`src/rtl/adder_pipe_nbit.sv`:
```
// adder_pipe_nbit
//   Pipelined ripple-chunk adder/subtractor. A WIDTH-bit add (or a-b as
//   a+~b+1) is split into STAGES = WIDTH/CHUNK slices. Each pipeline stage
//   adds one CHUNK-bit slice and registers the carry into the next stage,
//   so the critical path is one CHUNK-bit adder regardless of WIDTH.
//   The whole pipe advances together under a single valid/ready stall.
//
// Ports
//   clk, rst_n            clock (rising edge), async active-low reset
//   in_valid / in_ready   input handshake (in_ready = pipe can advance)
//   a, b, c_in, sub       operands; sub=1 selects a-b and ignores c_in
//   out_valid / out_ready output handshake
//   sum, c_out, ovf       result, carry out of MSB, signed overflow
module adder_pipe_nbit #(
  parameter int WIDTH = 8,
  parameter int CHUNK = 4
) (
  input  logic             clk,
  input  logic             rst_n,
  input  logic             in_valid,
  output logic             in_ready,
  input  logic [WIDTH-1:0] a,
  input  logic [WIDTH-1:0] b,
  input  logic             c_in,
  input  logic             sub,
  output logic             out_valid,
  input  logic             out_ready,
  output logic [WIDTH-1:0] sum,
  output logic             c_out,
  output logic             ovf
);

  localparam int STAGES = WIDTH / CHUNK;

  if ((CHUNK < 1) || (WIDTH < CHUNK) || ((WIDTH % CHUNK) != 0)) begin : g_bad_params
    $error("adder_pipe_nbit: WIDTH must be a non-zero multiple of CHUNK");
  end

  // Whole-pipe stall: nothing moves while a result waits on downstream.
  logic w_advance;

  // Stage k consumes the lowest CHUNK bits of the operand bits still
  // outstanding and forwards only the higher, unprocessed bits. Partial
  // sums grow by one slice per stage, so every stored bit is used later.
  for (genvar k = 0; k < STAGES; k++) begin : g_stage
    localparam int RW = WIDTH - k * CHUNK;

    logic                   w_vin;
    logic [RW-1:0]          w_rem_a;
    logic [RW-1:0]          w_rem_b;
    logic                   w_ci;
    logic [CHUNK:0]         w_sl;
    logic [(k+1)*CHUNK-1:0] w_psum_next;

    logic                   r_valid;
    logic [(k+1)*CHUNK-1:0] r_psum;
    logic                   r_cy;

    if (k == 0) begin : g_in
      assign w_vin       = in_valid;
      assign w_rem_a     = a;
      // Subtraction inverts b on capture and forces the carry-in to 1.
      assign w_rem_b     = sub ? ~b : b;
      assign w_ci        = sub | c_in;
      assign w_psum_next = w_sl[CHUNK-1:0];
    end else begin : g_link
      assign w_vin       = g_stage[k-1].r_valid;
      assign w_rem_a     = g_stage[k-1].g_fwd.r_rem_a;
      assign w_rem_b     = g_stage[k-1].g_fwd.r_rem_b;
      assign w_ci        = g_stage[k-1].r_cy;
      assign w_psum_next = {w_sl[CHUNK-1:0], g_stage[k-1].r_psum};
    end

    assign w_sl = {1'b0, w_rem_a[CHUNK-1:0]}
                + {1'b0, w_rem_b[CHUNK-1:0]}
                + {{CHUNK{1'b0}}, w_ci};

    always_ff @(posedge clk or negedge rst_n) begin
      if (!rst_n) begin
        r_valid <= 1'b0;
        r_psum  <= '0;
        r_cy    <= 1'b0;
      end else if (w_advance) begin
        r_valid <= w_vin;
        // Bubbles move through as valid=0 but leave the data untouched.
        if (w_vin) begin
          r_psum <= w_psum_next;
          r_cy   <= w_sl[CHUNK];
        end
      end
    end

    if (k < STAGES - 1) begin : g_fwd
      logic [RW-CHUNK-1:0] r_rem_a;
      logic [RW-CHUNK-1:0] r_rem_b;

      always_ff @(posedge clk or negedge rst_n) begin
        if (!rst_n) begin
          r_rem_a <= '0;
          r_rem_b <= '0;
        end else if (w_advance && w_vin) begin
          r_rem_a <= w_rem_a[RW-1:CHUNK];
          r_rem_b <= w_rem_b[RW-1:CHUNK];
        end
      end
    end

    if (k == STAGES - 1) begin : g_last
      logic r_ovf;

      // The carry into the MSB is a^b^s at that bit; XOR with the carry
      // out of the MSB gives signed overflow.
      always_ff @(posedge clk or negedge rst_n) begin
        if (!rst_n) begin
          r_ovf <= 1'b0;
        end else if (w_advance && w_vin) begin
          r_ovf <= w_rem_a[CHUNK-1] ^ w_rem_b[CHUNK-1]
                 ^ w_sl[CHUNK-1] ^ w_sl[CHUNK];
        end
      end
    end
  end

  assign out_valid = g_stage[STAGES-1].r_valid;
  assign sum       = g_stage[STAGES-1].r_psum;
  assign c_out     = g_stage[STAGES-1].r_cy;
  assign ovf       = g_stage[STAGES-1].g_last.r_ovf;

  assign w_advance = !out_valid || out_ready;
  assign in_ready  = w_advance;

endmodule

```
`config.mk`:
```
export PLATFORM = sky130hd
export DESIGN_NAME = adder_pipe_nbit
export DESIGN_NICKNAME = d
export VERILOG_FILES = /design/src/rtl/adder_pipe_nbit.sv
export SDC_FILE = /design/constraint.sdc
export NUM_CORES = 1
export LEC_CHECK = 0
export BUFFER_PORTS_ARGS = -buffer_cell sky130_fd_sc_hd__buf_2
export CAP_MARGIN = 20
export CORE_MARGIN = 8
export CORE_UTILIZATION = 45
export CTS_CLUSTER_SIZE = 8
export DETAILED_ROUTE_END_ITERATION = 6
export GPL_TIMING_DRIVEN = 0
export PLACE_DENSITY_LB_ADDON = 0.08
export REMOVE_ABC_BUFFERS = 1
export SYNTH_ARGS = -nofsm -noshare
export SYNTH_HDL_FRONTEND = slang
export SYNTH_SLANG_ARGS = --single-unit
```
`constraint.sdc`:
```
create_clock -name clk -period 2.6 [get_ports clk]
set_clock_uncertainty 0.15 [all_clocks]
set_input_delay 0.13 -clock clk [delete_from_list [all_inputs] [get_ports clk]]
set_output_delay 0.13 -clock clk [all_outputs]
set_load 0.05 [all_outputs]
```
==> results of run 1 <==
how the worst max path moves through the flow:
stage / to / cells after the start / slack [ns]
2_1_floorplan: ovf / 6 / 0.58
3_3_place_gp: g_stage[0].r_cy / 7 / 0.39
3_5_place_dp: g_stage[0].r_cy / 7 / 0.38
4_1_cts: ovf / 6 / 0.48
5_1_grt: ovf / 6 / 0.39
6_report: ovf / 6 / 0.50
worst max-delay path, stage by stage, from the launching register on:
cell and delay (ns):
dfrtp_1 0.42, fa_1 0.46, fa_1 0.42, a21o_1 0.19
a21oi_2 0.16, xnor2_1 0.15, o21ai_2 0.06
cells in the mapped netlist:
master	instances
xor2_1	6
dfrtp_1	25
or2_2	1
o21ai_0	11
nand2_1	12
nand2_2	1
mux2_4	7
nand2b_4	1
inv_1	1
a21oi_2	2
nand2_4	1
mux2_2	5
xnor2_1	7
a21o_1	4
a21oi_1	2
fa_1	4
o21ai_2	1
buf_2	2
ha_1	6
buf_6	2
final cells by class:
cell class                 count  area, um^2
fill                         262        1164
sequential                    25       625.6
multi-input combinational     71       634.4
timing repair buffer          43       265.3
clock buffer                   4       26.28
inverter                       1       3.754
tap                           31       38.79
through the flow:
stage / util / power (mW)
finish: 0.5780 / 1.487
CTS: 0.5780 / 1.510
global placement: 0.5322 / 1.303
global route: 0.5780 / 1.588
detailed placement: 0.5322 / 1.321
floorplan: - / 1.149
registers in the layout, summed over array words and instances, names as in the netlist:
register and cells:
c_out 1, g_stage.g_fwd.r_rem_a 4, g_stage.g_fwd.r_rem_b 4, g_stage.r_cy 1, g_stage.r_psum 4, g_stage.r_valid 1
out_valid 1, ovf 1, sum 8
logic make-up (layout without fill, tap and decap cells):
group / count (synthesis) / in the layout
muxes: 12 / 12
adders and majority gates: 10 / 10
AOI/OAI and AO/OA: 20 / 20
and+or+nand+nor: 16 / 16
DFF: 25 / 25
xor gates and xnor gates: 13 / 13
buffers and inverters: 5 / 48
per-layer routing:
layer	global-route usage	wire, um	up-vias
met3	0.03433	160	5
met4	0.06027	59	0
met5	0	0	-
li1	-	-	428
met2	0.1609	1050	26
met1	0.1260	1114	387
power by group through the flow:
| stage | Combinational [mW] | Sequential, mW | Clock, mW |
|---|---|---|---|
| 6_report | 0.729 | 0.581 | 0.177 |
| 5_1_grt | 0.790 | 0.599 | 0.200 |
| 4_1_cts | 0.741 | 0.584 | 0.185 |
| 3_5_place_dp | 0.729 | 0.592 | 0 |
| 3_3_place_gp | 0.716 | 0.586 | 0 |
| 2_1_floorplan | 0.286 | 0.863 | 0 |
==> run summary, run 1 <==
Global-route wire length before repair: 4250 um
Net Switching: 656.1 uW
CP Data Required Time: 2.68 ns
Max_slew headroom: 0.6243
Leakage: 0.7969 nW
Port Buffers: 33
Crit Path Max Fanout: 2
Leading cell type in the layout, fill and taps excluded: buf_2
Max Slew Vio Count: 0
Hold_sp: a[0]
Crit Path Class: reg2reg
FP Rows: 19
Fin Setup TNS: 0 ns
Post-Syn Area per Cell: 12.83 um^2
TritonCTS clock tree: done
Worst setup margin: 0.5046 ns
Worst Hold Depth: 3
Syn-to-layout area delta: 22.97%
Sequential power share: 0.391
Initial antenna violation count: 0
Most frequent cells in the layout: buf_2, dfrtp_1, nand2_1
Vias: 846
Adder-Cell Fraction of Synth Area: 0.1197
Clk_lat worst skew: 0.33 ns
DR iter-0 viols: 27
Min Hold Slack: 0.06207 ns
Crit path from: g_stage[0].r_cy
PD cells: 933.1 mW/mm^2
Max Fclk: 477.2 MHz
Largest area contributor in the netlist: dfrtp_1
Hold-fix buffers, CTS: 10
Internal power: 831.3 uW
Hold Violations, Final: 0
Final non-filler cell total: 175
Vias in the first global route: 946
Data arrival, critical path: 2.18 ns
Hold EP: g_stage[0].r_psum[0]
Xor and xnor area share after synthesis: 0.08784
Via/cell ratio: 4.834
Status: finished clean
CP endpoint kind: flip-flop
Synth Area in Simple Gates: 0.06371
Compound-Gate Fraction of Synth Area: 0.09363
Top cells by area, synth: dfrtp_1, mux2_4, fa_1
Library cells used by synthesis: 20
Largest net degree at the start of global routing: 26
Wire length per cell: 13.63 um
Placed cell count: 161
Initial DRT Pass Iterations: 3
CTS H-tree depth: 1
R2R Path End: ovf
R2R Path Start: g_stage[0].r_cy
Max-Cap Viols: 0
Routed WL: 2385 um
Yosys warns: 0
CTS sink count: 25
Largest family of logic cells by synthesized area: multiplexers
Starting Density: 0.4701
Reg2reg path depth: 6
Post-synthesis cell count: 101
Core area: 0.002758 mm^2
Fin crit period: 2.095 ns
Clock Root Buffer: clkbuf_4
Maximum VDD drop: 626.5 uV
Total CTS buffers: 3
Cts repair resizes: 0
Die width: 69.67 um
Unrepaired setup endpoints after global routing: false
Netlist area before placement: 0.001296 mm^2
Final period util: 0.8059
Post-synth top area share: 0.4826
Gr usage total: 0.1051
Die ar.: 0.004854 mm^2
Sequential share of the synthesized area: 0.4826
Final #Nets: 177
DRC Markers: 0
Comb power frac: 0.490
Clock share of power: 0.119
Dpl ws: 0.3763 ns
Post-synthesis mux area share: 0.1245
Global route total overflow: 0
Post-route ant nets: 0
Die H: 69.67 um
Placed Area: 0.001468 mm^2
Hold crit path type: in2reg
Final-report setup violation count: 0
I/O pins: 34
Post-DP HPWL: 1775 um
Final instance area: 0.001594 mm^2
GPL Wtd Cong: 0.7107
Setup Buffers After CTS: 0
Switching share of power: 0.4411
Worst-Margin Slew: 0.5635 ns
Antenna diodes: 0
CTS max path bufs: 2
Clock transition at path regs: 0.14 ns
Worst setup SP type: flip-flop
Proportion of layout cells with a drive suffix above 1: 0.3819
#FFs+latches synth: 25
Worst reg-to-reg setup slack: 0.50 ns
No activity file was read; power rests on OpenSTA's default activity.
==> run 2, diff against run 1 <==
- clock period: 2.6 -> 2.1 ns (I/O delays scaled with it)
==> run 2 against run 1 <==
Critical path depth did not move. Maximum frequency rose by 6.3%. Count of clock-buffer cells in the layout unchanged. Core utilization increased by 0.45 points. Design area increased by 0.78%. First-iteration DRC count is 11% higher. Highest routed layer unchanged.
==> run summary, run 2 (synthesis results as in run 1) <==
Status: finished clean
Initial antenna violation count: 0 (unchanged)
FP Rows: 19 (unchanged)
Fin crit period: 1.972 ns (-0.1236 ns)
Post-DP HPWL: 1775 um (unchanged)
Max Slew Vio Count: 0 (unchanged)
Final #Nets: 178 (+0.56%)
Post-route ant nets: 0 (unchanged)
Final instance area: 0.001607 mm^2 (+0.78%)
CTS max path bufs: 2 (unchanged)
I/O pins: 34 (unchanged)
Core area: 0.002758 mm^2 (unchanged)
Die width: 69.67 um (unchanged)
Proportion of layout cells with a drive suffix above 1: 0.4000 (+0.01806)
Largest net degree at the start of global routing: 26 (unchanged)
Via/cell ratio: 4.801 (-0.69%)
Final period util: 0.9390 (+0.1330)
Gr usage total: 0.1050 (about the same)
Met1 GRT Util: 0.1267 (+0.0007432)
TritonCTS clock tree: done
PD cells: 1152 mW/mm^2 (+23%)
Wire length per cell: 13.56 um (-0.48%)
Max-Cap Viols: 0 (unchanged)
CTS H-tree depth: 1 (unchanged)
Met2 usage: 0.1598 (-0.001025)
Most frequent cells in the layout: buf_2, dfrtp_1, nand2_1
Die ar.: 0.004854 mm^2 (unchanged)
Leakage: 0.7998 nW (+0.36%)
GPL Wtd Cong: 0.7107 (unchanged)
Die H: 69.67 um (unchanged)
Worst setup SP type: flip-flop
CP Data Required Time: 2.18 ns (-0.50 ns)
Fin Setup TNS: 0 ns (unchanged)
Total CTS buffers: 3 (unchanged)
Global route total overflow: 0 (unchanged)
CTS sink count: 25 (unchanged)
Clock Root Buffer: clkbuf_4
Vias in the first global route: 948 (+0.21%)
DRC Markers: 0 (unchanged)
CP cell instances: fa_2 -> fa_2 -> a21o_1 -> a21oi_2 -> xnor2_1 -> o21ai_2
Final-report setup violation count: 0 (unchanged)
Crit Path Class: reg2reg
Largest register FFs: 8 (unchanged)
Antenna diodes: 0 (unchanged)
Worst-Margin Slew: 0.5601 ns (-0.003403 ns)
R2R Path Start: g_stage[0].r_cy
CP endpoint kind: flip-flop
Crit Path Max Fanout: 2 (unchanged)
DR iter-0 viols: 30 (+11%)
GR Layer Usage met3: 0.03433 (unchanged)
Hold_sp: a[0]
Data arrival, critical path: 2.05 ns (-0.13 ns)
Placed Area: 0.001468 mm^2 (unchanged)
Max_slew headroom: 0.6266 (+0.002269)
Global-route wire length before repair: 4243 um (-0.16%)
Area of the multi-input gates: 639.4 um^2 (+0.79%)
CP max stage delay: 0.42 ns (-0.04 ns)
Unrepaired setup endpoints after global routing: false
Worst path slowest cell: dfrtp_1
Port Buffers: 33 (unchanged)
Clock transition at path regs: 0.13 ns (about the same)
Placed cell count: 161 (unchanged)
Clk_lat worst skew: 0.33 ns (about the same)
Routed WL: 2387 um (about the same)
Hold crit path type: in2reg
Initial DRT Pass Iterations: 3 (unchanged)
Vias: 845 (-0.12%)
Hold Violations, Final: 0 (unchanged)
Max Fclk: 507.1 MHz (+6.3%)
Most frequent CP cell: fa_2
Maximum VDD drop: 776.9 uV (+24%)
Starting Density: 0.4701 (unchanged)
GR peak layer: met2
Leading cell type in the layout, fill and taps excluded: buf_2
Crit path from: g_stage[0].r_cy
Syn-to-layout area delta: 23.94%
Fillers: 262 (unchanged)
Register area: 625.6 um^2 (unchanged)
Final non-filler cell total: 176 (+0.57%)
[run 2: cell types whose count changed in the layout (fill, tap and decap cells not counted), sizes merged]
cell / before / now
buf: 33 / 34
[run 2: worst paths after layout]
kind | end | slack (ns) | cells past startpoint
max in group asynchronous | g_stage[0].r_cy | 1.29 | 2
max | ovf | 0.13 | 6
min | g_stage[0].r_psum[0] | 0.04 | 3
min in group asynchronous | g_stage[0].r_valid | 0.14 | 2
min reg2reg | ovf | 0.34 | 2
max reg2reg | ovf | 0.13 | 6
[run 2: metrics by stage]
| step | util | hold slack (ns) | power, mW | worst slack [ns] |
|---|---|---|---|---|
| after floorplan | - | -0.3406 | 1.422 | 0.08350 |
| after global placement | 0.5322 | -0.02624 | 1.613 | -0.08416 |
| after detailed placement | 0.5322 | -0.01468 | 1.635 | -0.09867 |
| after CTS | 0.5817 | 0.02757 | 1.878 | 0.04350 |
| after global routing | 0.5826 | 0.03058 | 1.977 | 0.02374 |
| final | 0.5826 | 0.03690 | 1.850 | 0.1282 |
[run 2: area by class of cell]
cell class / instances / share of cell area
Clock buffer: 4 / 0.01636
Inverter: 1 / 0.002336
Multi-Input combinational cell: 71 / 0.3980
Sequential cell: 25 / 0.3894
Tap cell: 31 / 0.02414
Timing Repair Buffer: 44 / 0.1698
[run 2: worst max-delay path: cells and delay by family, from the launching register on]
kind,cells,cell delay (ns)
compound gates,3,0.40
xor+xnor,1,0.15
fa+ha+maj,2,0.77
flops,1,0.42
[run 2: repair_timing]
| item | CTS | global route |
|---|---|---|
| resized for setup | 1 | 1 |
| setup buffers | 1 | 0 |
| pin swaps | 0 | 0 |
| endpoints found under the hold margin | 35 | 0 |
| hold buffers | 10 | 0 |
| endpoints found under the setup margin | 1 | 1 |
[run 2: where the power goes]
group / internal [mW] / switching [mW]
combinational: 0.326 / 0.584
clock: 0.0745 / 0.145
sequential: 0.636 / 0.0850
total: 1.04 / 0.814
[run 2: per-layer routing]
| layer | share of wire | up-vias |
|---|---|---|
| li1 | - | 429 |
| met1 | 0.47 | 385 |
| met2 | 0.44 | 26 |
| met3 | 0.065 | 5 |
| met4 | 0.025 | 0 |
| met5 | 0 | - |
==> run 3, diff against run 2 <==
- CORE_UTILIZATION: 45 -> 51
==> run 3 against run 2 <==
Maximum frequency down 1.9%. Sequential power about the same. Routed wire length down 7.1%. Sequential cell count unchanged. Core utilization up 8.1 points. Via count up 0.59%. Setup slack worse by 0.039 ns. Total power up 0.49%. Clock power down 9%. Global-route usage up 0.40 points. Design area up 0.47%. Critical path depth unchanged. Largest cell class unchanged. Highest routed layer unchanged.
==> run summary, run 3 (synthesis results as in run 1) <==
PD cells: 1152 mW/mm^2 (about the same)
Crit Path Max Fanout: 2 (unchanged)
R2R Path Start: g_stage[0].g_fwd.r_rem_b[0]
Max Fclk: 497.3 MHz (-1.9%)
Hold EP: g_stage[0].r_cy
Max_slew headroom: 0.6498 (+0.02318)
Post-DP HPWL: 1777 um (+0.12%)
Largest register FFs: 8 (unchanged)
Hold Violations, Final: 0 (unchanged)
Hold crit path type: in2reg
Via/cell ratio: 4.857 (+1.2%)
Fin crit period: 2.011 ns (+0.03916 ns)
Vias in the first global route: 869 (-8.3%)
Status: finished clean
CTS sink count: 25 (unchanged)
I/O pins: 34 (unchanged)
Worst setup SP type: flip-flop
Total CTS buffers: 3 (unchanged)
GR Layer Usage met3: 0.02373 (-0.01061)
Placed Area: 0.001466 mm^2 (about the same)
Vias: 850 (+0.59%)
Routed WL: 2218 um (-7.1%)
CTS H-tree depth: 1 (unchanged)
CP endpoint kind: flip-flop
Proportion of layout cells with a drive suffix above 1: 0.4138 (+0.01379)
Fillers: 208 (-21%)
Final period util: 0.9576 (+0.01865)
Final instance area: 0.001614 mm^2 (+0.47%)
Port Buffers: 33 (unchanged)
DR iter-0 viols: 42 (+40%)
Leading cell type in the layout, fill and taps excluded: buf_2
Die H: 66.42 um (-4.7%)
Final-report setup violation count: 0 (unchanged)
Reg2reg path depth: 6 (unchanged)
Unrepaired setup endpoints after global routing: false
Final non-filler cell total: 175 (-0.57%)
Maximum VDD drop: 706.9 uV (-9.0%)
Die ar.: 0.004411 mm^2 (-9.1%)
Met1 GRT Util: 0.1420 (+0.01528)
Final #Nets: 178 (unchanged)
Most frequent cells in the layout: buf_2, dfrtp_1, nand2_1
Starting Density: 0.5329 (+0.06287)
Die width: 66.42 um (-4.7%)
Global route total overflow: 0 (unchanged)
TritonCTS clock tree: done
CTS max path bufs: 2 (unchanged)
Antenna diodes: 0 (unchanged)
Clk_lat worst skew: 0.30 ns (-0.03 ns)
GPL Wtd Cong: 0.7746 (+9.0%)
Worst reg-to-reg setup slack: 0.09 ns (-0.04 ns)
Clock Root Buffer: clkbuf_4
Max-Cap Viols: 0 (unchanged)
Core area: 0.002432 mm^2 (-12%)
Data arrival, critical path: 2.07 ns (+0.02 ns)
Gr usage total: 0.1090 (+0.003962)
Placed cell count: 160 (-0.62%)
Global-route wire length before repair: 3753 um (-12%)
R2R Path End: ovf
Clock transition at path regs: 0.13 ns (about the same)
Met2 usage: 0.1592 (-0.0006081)
DRC Markers: 0 (unchanged)
Wire length per cell: 12.67 um (-6.5%)
CP Data Required Time: 2.16 ns (-0.02 ns)
Hold_sp: a[3]
Min Hold Slack: 0.06837 ns (+0.03146 ns)
Post-route ant nets: 0 (unchanged)
Syn-to-layout area delta: 24.52%
Largest net degree at the start of global routing: 26 (unchanged)
Max Slew Vio Count: 0 (unchanged)
Initial antenna violation count: 0 (unchanged)
Crit Path Class: reg2reg
Leakage: 0.8085 nW (+1.1%)
FP Rows: 18 (-1)
Worst-Margin Slew: 0.5253 ns (-0.03476 ns)
Fin Setup TNS: 0 ns (unchanged)
Initial DRT Pass Iterations: 2 (-1)
GR peak layer: met2
Worst Hold Depth: 4 (+1)
==> run 3: final cells by class <==
type | instances | area [um^2] | area share
multi-input combinational | 71 | 646.9 | 0.4008
sequential | 25 | 625.6 | 0.3876
timing repair buffer | 44 | 272.8 | 0.1690
tap | 30 | 37.54 | 0.02326
clock buffer | 3 | 22.52 | 0.01395
clock inverter | 1 | 5.005 | 0.003101
inverter | 1 | 3.754 | 0.002326
==> run 3: routing by layer <==
metal  vias up  share of wire
li1        428              -
met2        26           0.46
met1       392           0.45
met5         -              0
met3         4          0.073
met4         0          0.021
==> run 3: power breakdown <==
part           leakage, nW  internal [mW]  total [mW]  switching, mW
sequential           0.301          0.636       0.724         0.0883
clock               0.0177         0.0709       0.200          0.129
combinational        0.490          0.338       0.935          0.597
==> run 3: worst max-delay path: stages (launching register included) <==
cell,delay (ns)
dfrtp_1,0.42
fa_2,0.42
fa_2,0.37
a21o_1,0.18
a21oi_2,0.17
xnor2_2,0.14
o21ai_2,0.07
==> run 3: how the worst max path moves through the flow <==
stage | start | cells past startpoint | endpoint | slack, ns
after global routing | g_stage[0].g_fwd.r_rem_b[0] | 6 | ovf | 0.01
after CTS | g_stage[0].r_cy | 6 | ovf | 0.06
after global placement | sub | 7 | g_stage[0].r_cy | -0.02
final | g_stage[0].g_fwd.r_rem_b[0] | 6 | ovf | 0.09
after floorplan | g_stage[0].r_cy | 6 | ovf | 0.08
after detailed placement | sub | 7 | g_stage[0].r_cy | -0.07
==> run 3: stage by stage <==
stage	total power, mW	worst slack, ns	util
final	1.859	0.08902	0.6636
after floorplan	1.422	0.08350	-
after detailed placement	1.645	-0.06687	0.6029
after CTS	1.873	0.05695	0.6605
after global routing	1.982	0.009925	0.6636
after global placement	1.611	-0.01909	0.6029
==> run 3: what timing repair did <==
item | CTS | global route
pin swaps | 0 | 2
setup buffers | 1 | 0
hold endpoints to repair | 35 | 0
hold buffers | 10 | 0
gates cloned | 0 | 0
gates resized for setup | 2 | 1
endpoints found under the setup margin | 1 | 1
